`config.mk`:
```
export PLATFORM = sky130hd
export DESIGN_NAME = pipeline_hazard_ctrl
export DESIGN_NICKNAME = d
export VERILOG_FILES = /design/src/rtl/pipeline_hazard_ctrl.sv
export SDC_FILE = /design/constraint.sdc
export NUM_CORES = 1
export LEC_CHECK = 0
export ABC_AREA = 1
export CAP_MARGIN = 10
export CORE_UTILIZATION = 40
export CTS_BUF_LIST = sky130_fd_sc_hd__clkbuf_8
export DETAILED_ROUTE_END_ITERATION = 8
export PLACE_DENSITY_LB_ADDON = 0.1
export SETUP_SLACK_MARGIN = 0.15
export SLEW_MARGIN = 40
export SYNTH_ARGS = -nofsm -noshare
export SYNTH_HDL_FRONTEND = slang
export SYNTH_SLANG_ARGS = --single-unit
```
`constraint.sdc`:
```
create_clock -name clk -period 3.1 [get_ports clk]
set_input_delay 0.62 -clock clk [delete_from_list [all_inputs] [get_ports clk]]
set_output_delay 0.62 -clock clk [all_outputs]
set_load 0.005 [all_outputs]
```
`src/rtl/pipeline_hazard_ctrl.sv`:
```
// pipeline_hazard_ctrl: hazard unit for a 5-stage F/D/E/M/W pipeline.
// It produces the EX-stage forwarding selects, load-use and branch-flush
// controls, and a memory wait-state FSM that freezes the pipeline while the
// data memory has not acknowledged a MEM-stage access.
// Optional feature macro: PIPE_PERF_CNT_EN adds the saturating StallCnt and
// FlushCnt performance counters and their ports.
// All control outputs are combinational. Only the FSM state, the wait counter,
// MemErr and the perf counters are flops.
module pipeline_hazard_ctrl #(
    parameter int MEM_TIMEOUT = 15,
    parameter int CNT_W       = 32
) (
    input  logic             clk,
    input  logic             rst_n,
    input  logic [4:0]       Rs1D,
    input  logic [4:0]       Rs2D,
    input  logic [4:0]       Rs1E,
    input  logic [4:0]       Rs2E,
    input  logic [4:0]       RdE,
    input  logic [4:0]       RdM,
    input  logic [4:0]       RdW,
    input  logic             MemReadE,
    input  logic             RegWriteM,
    input  logic             RegWriteW,
    input  logic             PCSrcE,
    input  logic             MemReqM,
    input  logic             MemReadyM,
    output logic [1:0]       ForwardAE,
    output logic [1:0]       ForwardBE,
    output logic             StallF,
    output logic             StallD,
    output logic             StallE,
    output logic             StallM,
    output logic             FlushD,
    output logic             FlushE,
    output logic             FlushW,
    output logic             MemErr
`ifdef PIPE_PERF_CNT_EN
    ,
    output logic [CNT_W-1:0] StallCnt,
    output logic [CNT_W-1:0] FlushCnt
`endif
);

    localparam logic [1:0] M_IDLE = 2'd0;
    localparam logic [1:0] M_WAIT = 2'd1;
    localparam logic [1:0] M_ERR  = 2'd2;

    localparam logic [7:0] TMO = 8'(MEM_TIMEOUT);

    logic [1:0] state;
    logic [7:0] wcnt;
    logic       mem_err;
    logic       lw_stall;
    logic       mem_stall;

    // Select for one EX operand: M beats W, and x0 is never forwarded.
    function automatic logic [1:0] fwd_sel(input logic [4:0] rs);
        if (RegWriteM && RdM != 5'd0 && RdM == rs)
            return 2'b10;
        else if (RegWriteW && RdW != 5'd0 && RdW == rs)
            return 2'b01;
        else
            return 2'b00;
    endfunction

    // Hazard conditions: load-use against D sources, and memory not ready.
    always_comb begin
        lw_stall  = MemReadE && RdE != 5'd0 && (RdE == Rs1D || RdE == Rs2D);
        mem_stall = (state == M_IDLE && MemReqM && !MemReadyM) ||
                    (state == M_WAIT && !MemReadyM) ||
                    (state == M_ERR);
    end

    // Memory wait FSM: wcnt counts stalled cycles of the current access;
    // M_ERR is terminal until reset.
    always_ff @(posedge clk or negedge rst_n) begin
        if (!rst_n) begin
            state   <= M_IDLE;
            wcnt    <= 8'd0;
            mem_err <= 1'b0;
        end else begin
            case (state)
                M_IDLE: begin
                    if (MemReqM && !MemReadyM) begin
                        state <= M_WAIT;
                        wcnt  <= 8'd1;
                    end
                end
                M_WAIT: begin
                    if (MemReadyM) begin
                        state <= M_IDLE;
                        wcnt  <= 8'd0;
                    end else if (wcnt == TMO) begin
                        state   <= M_ERR;
                        mem_err <= 1'b1;
                    end else begin
                        wcnt <= wcnt + 8'd1;
                    end
                end
                M_ERR: begin
                end
                default: begin
                    state <= M_IDLE;
                    wcnt  <= 8'd0;
                end
            endcase
        end
    end

    // Stage controls. Reset purges the pipeline with flushes and no stalls;
    // otherwise a memory stall freezes everything and defers any flush.
    always_comb begin
        ForwardAE = 2'b00;
        ForwardBE = 2'b00;
        StallF    = 1'b0;
        StallD    = 1'b0;
        StallE    = 1'b0;
        StallM    = 1'b0;
        FlushD    = 1'b1;
        FlushE    = 1'b1;
        FlushW    = 1'b1;
        if (rst_n) begin
            ForwardAE = fwd_sel(Rs1E);
            ForwardBE = fwd_sel(Rs2E);
            StallF    = mem_stall | lw_stall;
            StallD    = mem_stall | lw_stall;
            StallE    = mem_stall;
            StallM    = mem_stall;
            // Bubble in WB so the frozen M instruction is written only once.
            FlushW    = mem_stall;
            FlushD    = PCSrcE & ~mem_stall;
            FlushE    = (lw_stall | PCSrcE) & ~mem_stall;
        end
    end

    assign MemErr = mem_err;

`ifdef PIPE_PERF_CNT_EN
    // Saturating counters of stalled-fetch cycles and E-stage flushes.
    always_ff @(posedge clk or negedge rst_n) begin
        if (!rst_n) begin
            StallCnt <= '0;
            FlushCnt <= '0;
        end else begin
            if (StallF && StallCnt != '1)
                StallCnt <= StallCnt + 1'b1;
            if (FlushE && FlushCnt != '1)
                FlushCnt <= FlushCnt + 1'b1;
        end
    end
`endif

endmodule

```
==> impl_metrics.csv <==
group,metric,value,unit
detailed_routing,drtPass1Iterations,7,
synth,synth_top_family_by_area,"simple AND/OR/NAND/NOR gates",
detailed_routing,route.detailed.drc,3,
grt,grt_max_degree,16,
sta,clock.fmax,349,MHz
sta,skew,2.62,ps
detailed_routing,wl_per_cell,11.1,um
placement,io_buffer_count,54,
clocking,insertion_delay,240,ps
synth,yosysSeqAreaShare,22.3,%
worst_setup_path,cp.depth,7,
synth,syn-num-nets,244,
grt,grt_overflow,0,
synth,postSynthCellCount,200,
clocking,cts-buffers-inserted,3,
grt,antenna_found_initial,0,
floorplanning,die_h,57.6,um
floorplanning,die_w,57.6,um
worst_setup_path,cp_slowest_cell,"clkdlybuf4s50_1",
hold_path,whs_path_depth,2,
job,cap_violations,0,
sta,worst_hold_slack,473,ps
grt,grt.total_usage,21.9,%
synth,synth_compound_area_share,7.09,%
sta,finalCriticalPeriod,2860,ps
layout,nets,304,
layout,areaGrowthSynthToFinish,53.8,%
detailed_routing,num_vias,1407,
clocking,cts-root-buf,"clkbuf_8",
clocking,htree_levels,1,
floorplanning,ioPinCount,55,
worst_setup_path,path_buf_inv,2,
hold_path,min-delay-path-class,"reg -> reg",
sta,setup_viol,0,
clocking,cts_tree,"done",
clocking,clockBufferDepth,2,
worst_setup_path,worstPathRequired,2480,ps
clocking,postCtsHoldBufs,0,
power_and_ir_drop,p_leak,0.00101,uW
floorplanning,start_util,43.3,%
synth,synth_seq_cells,11,
placement,routabilityCongestion,0.827,
worst_setup_path,reg2regPathDepth,8,
power_and_ir_drop,vdd_ir_drop_max,0.000410,V
synth,yosysWarnings,0,
synth,synth_adder_area_share,1.01,%
worst_setup_path,cp_top_family,"buffers and inverters",
sta,relSlewSlack,76.8,%
outcome,status,"finished with violations",
grt,grt_pass1_vias,1306,
worst_setup_path,crit_path_max_fanout,3,
sta,rsz0062_at_grt,"false",
placement,dpl.hpwl,2700,um
layout,n_fill_cell,279,
clocking,path_clk_slew,50,ps
detailed_routing,antenna_left,0,
synth,synthXorXnorAreaFrac,16.3,%
synth,synth_area,1240,um^2
power_and_ir_drop,p_per_area,366,nW/um^2
worst_setup_path,setup.worst_path.start_class,"input pin",
synth,synthMuxAreaShare,0,%
sta,setup_tns,0,ps
detailed_routing,via_per_inst,4.85,
floorplanning,core,2850,um^2
worst_setup_path,crit_type,"in -> out",
synth,yosys.area_share.simple,41.0,%
synth,postSynthAreaPerCell,6.18,um^2
outcome,violations,"DRC",
layout,diodes,0,
worst_setup_path,path_cells,"clkdlybuf4s50_1 > xnor2_1 > nand2_1 > nor2_1 > nand4_1 > nor2_1 > clkdlybuf4s50_1",
layout,layout-drive-gt1-share,9.65,%
sta,worst_slew_pin_slew,345,ps
sta,final_hold_viol_count,0,
floorplanning,rows,19,
worst_setup_path,cpPeakStageDelay,570,ps
synth,ys_types,24,
detailed_routing,drt-initial-drc-count,74,
detailed_routing,wirelength,3230,um
sta,timing.final.crit_share,92.3,%
clocking,clock-sinks,11,
worst_setup_path,crit_arrival,2240,ps
floorplanning,die_area,3320,um^2
sta,drv_slew,0,
worst_setup_path,cp-end-kind,"output port",
grt,grt_pass1_wl,5650,um
## layer usage
metal / track usage (%) / vias to the layer above / part of all wire, %
li1: - / 743 / -
met1: 28.3 / 618 / 46
met2: 36.7 / 44 / 47
met3: 6.80 / 2 / 6.7
met4: 3.14 / 0 / 0.25
met5: 0 / - / 0
## placed cells by master (no fill, tap or decap)
master,count
a21oi_2,1
buf_4,3
clkbuf_8,3
clkdlybuf4s50_1,47
clkinv_2,1
dfrtp_1,11
dlymetal6s2s_1,7
ha_1,1
inv_1,34
inv_2,1
inv_4,1
nand2_1,55
nand2_2,3
nand2_4,1
nand3_1,17
nand3_2,2
nand4_1,6
nor2_1,18
nor2_2,2
nor3_1,5
nor4_2,2
o21ai_0,8
o21ai_1,1
o21ai_2,3
o31ai_1,1
or2_2,2
xnor2_1,20
xor2_1,3
## logic make-up (layout without fill, tap and decap cells)
logic type / count (synthesis) / in the layout
AOI/OAI and AO/OA: 14 / 14
and+or+nand+nor: 113 / 113
adders and majority gates: 1 / 1
xor gates and xnor gates: 23 / 23
buffers and inverters: 38 / 97
DFF: 11 / 11
## worst min-delay path, cell delays in order, from the launching register on
cell and delay, ps:
dfrtp_1 340, inv_1 40, nand2_1 60
## flip-flops by register name, summed over array words and instances, names as in the netlist
signal  count
state       2
wcnt        8
MemErr      1
## path summary, 6_finish.rpt
kind,from,slack (ps),endpoint
max,RdW[1],240,ForwardBE[0]
min,MemErr,470,MemErr
max reg2reg,wcnt[0],1590,wcnt[3]
min reg2reg,MemErr,470,MemErr
max in group asynchronous,rst_n,2200,wcnt[6]
min in group asynchronous,rst_n,720,wcnt[1]
## layout make-up
| cell class | count | area, um^2 | share of cell area [%] |
|---|---|---|---|
| Clock inverter | 1 | 5.00 | 0.263 |
| Multi-Input combinational cell | 151 | 823 | 43.3 |
| Tap cell | 31 | 38.8 | 2.04 |
| Sequential cell | 11 | 275 | 14.5 |
| Inverter | 36 | 138 | 7.24 |
| Clock buffer | 3 | 41.3 | 2.17 |
| Timing Repair Buffer | 57 | 581 | 30.5 |
## through the flow
step / cells / instance area, um^2 / power, uW / setup slack, ps / util, %
global placement: 285 / 1820 / 537 / 182 / 63.6
global route: 290 / 1900 / 758 / 134 / 66.7
finish: 290 / 1900 / 697 / 239 / 66.7
CTS: 289 / 1860 / 690 / 167 / 65.3
detailed placement: 285 / 1820 / 542 / 166 / 63.6
floorplan: 200 / 1240 / 385 / 1250 / -
## report_power, final
group	leakage [uW]	internal, uW	total [uW]	switching (uW)
clock	0.0000255	88.7	148	59.8
sequential	0.000143	166	203	36.9
combinational	0.000837	173	345	172
## synthesized netlist by cell type
master / instances / area (um^2)
nor2_2: 2 / 12.5
nand2_4: 1 / 11.3
nor4_1: 2 / 12.5
o21ai_0: 8 / 40.0
inv_4: 1 / 6.26
o31ai_1: 1 / 7.51
dfrtp_1: 11 / 275
or2_2: 2 / 12.5
nand4_1: 6 / 37.5
nand3_1: 17 / 85.1
nor2_1: 18 / 67.6
inv_2: 1 / 3.75
a21oi_2: 1 / 8.76
nand2_2: 2 / 12.5
inv_1: 34 / 128
nand3_2: 2 / 20.0
buf_4: 2 / 15.0
ha_1: 1 / 12.5
xor2_1: 3 / 26.3
o21ai_1: 1 / 5.00
o21ai_2: 3 / 26.3
nor3_1: 5 / 25.0
nand2_1: 56 / 210
xnor2_1: 20 / 175
## timing repair
action                                  CTS  global route
endpoints found under the setup margin    0             7
resized for setup                         0            10
buffers inserted                          0             1
Note: power is estimated with default switching activity, not from simulation.
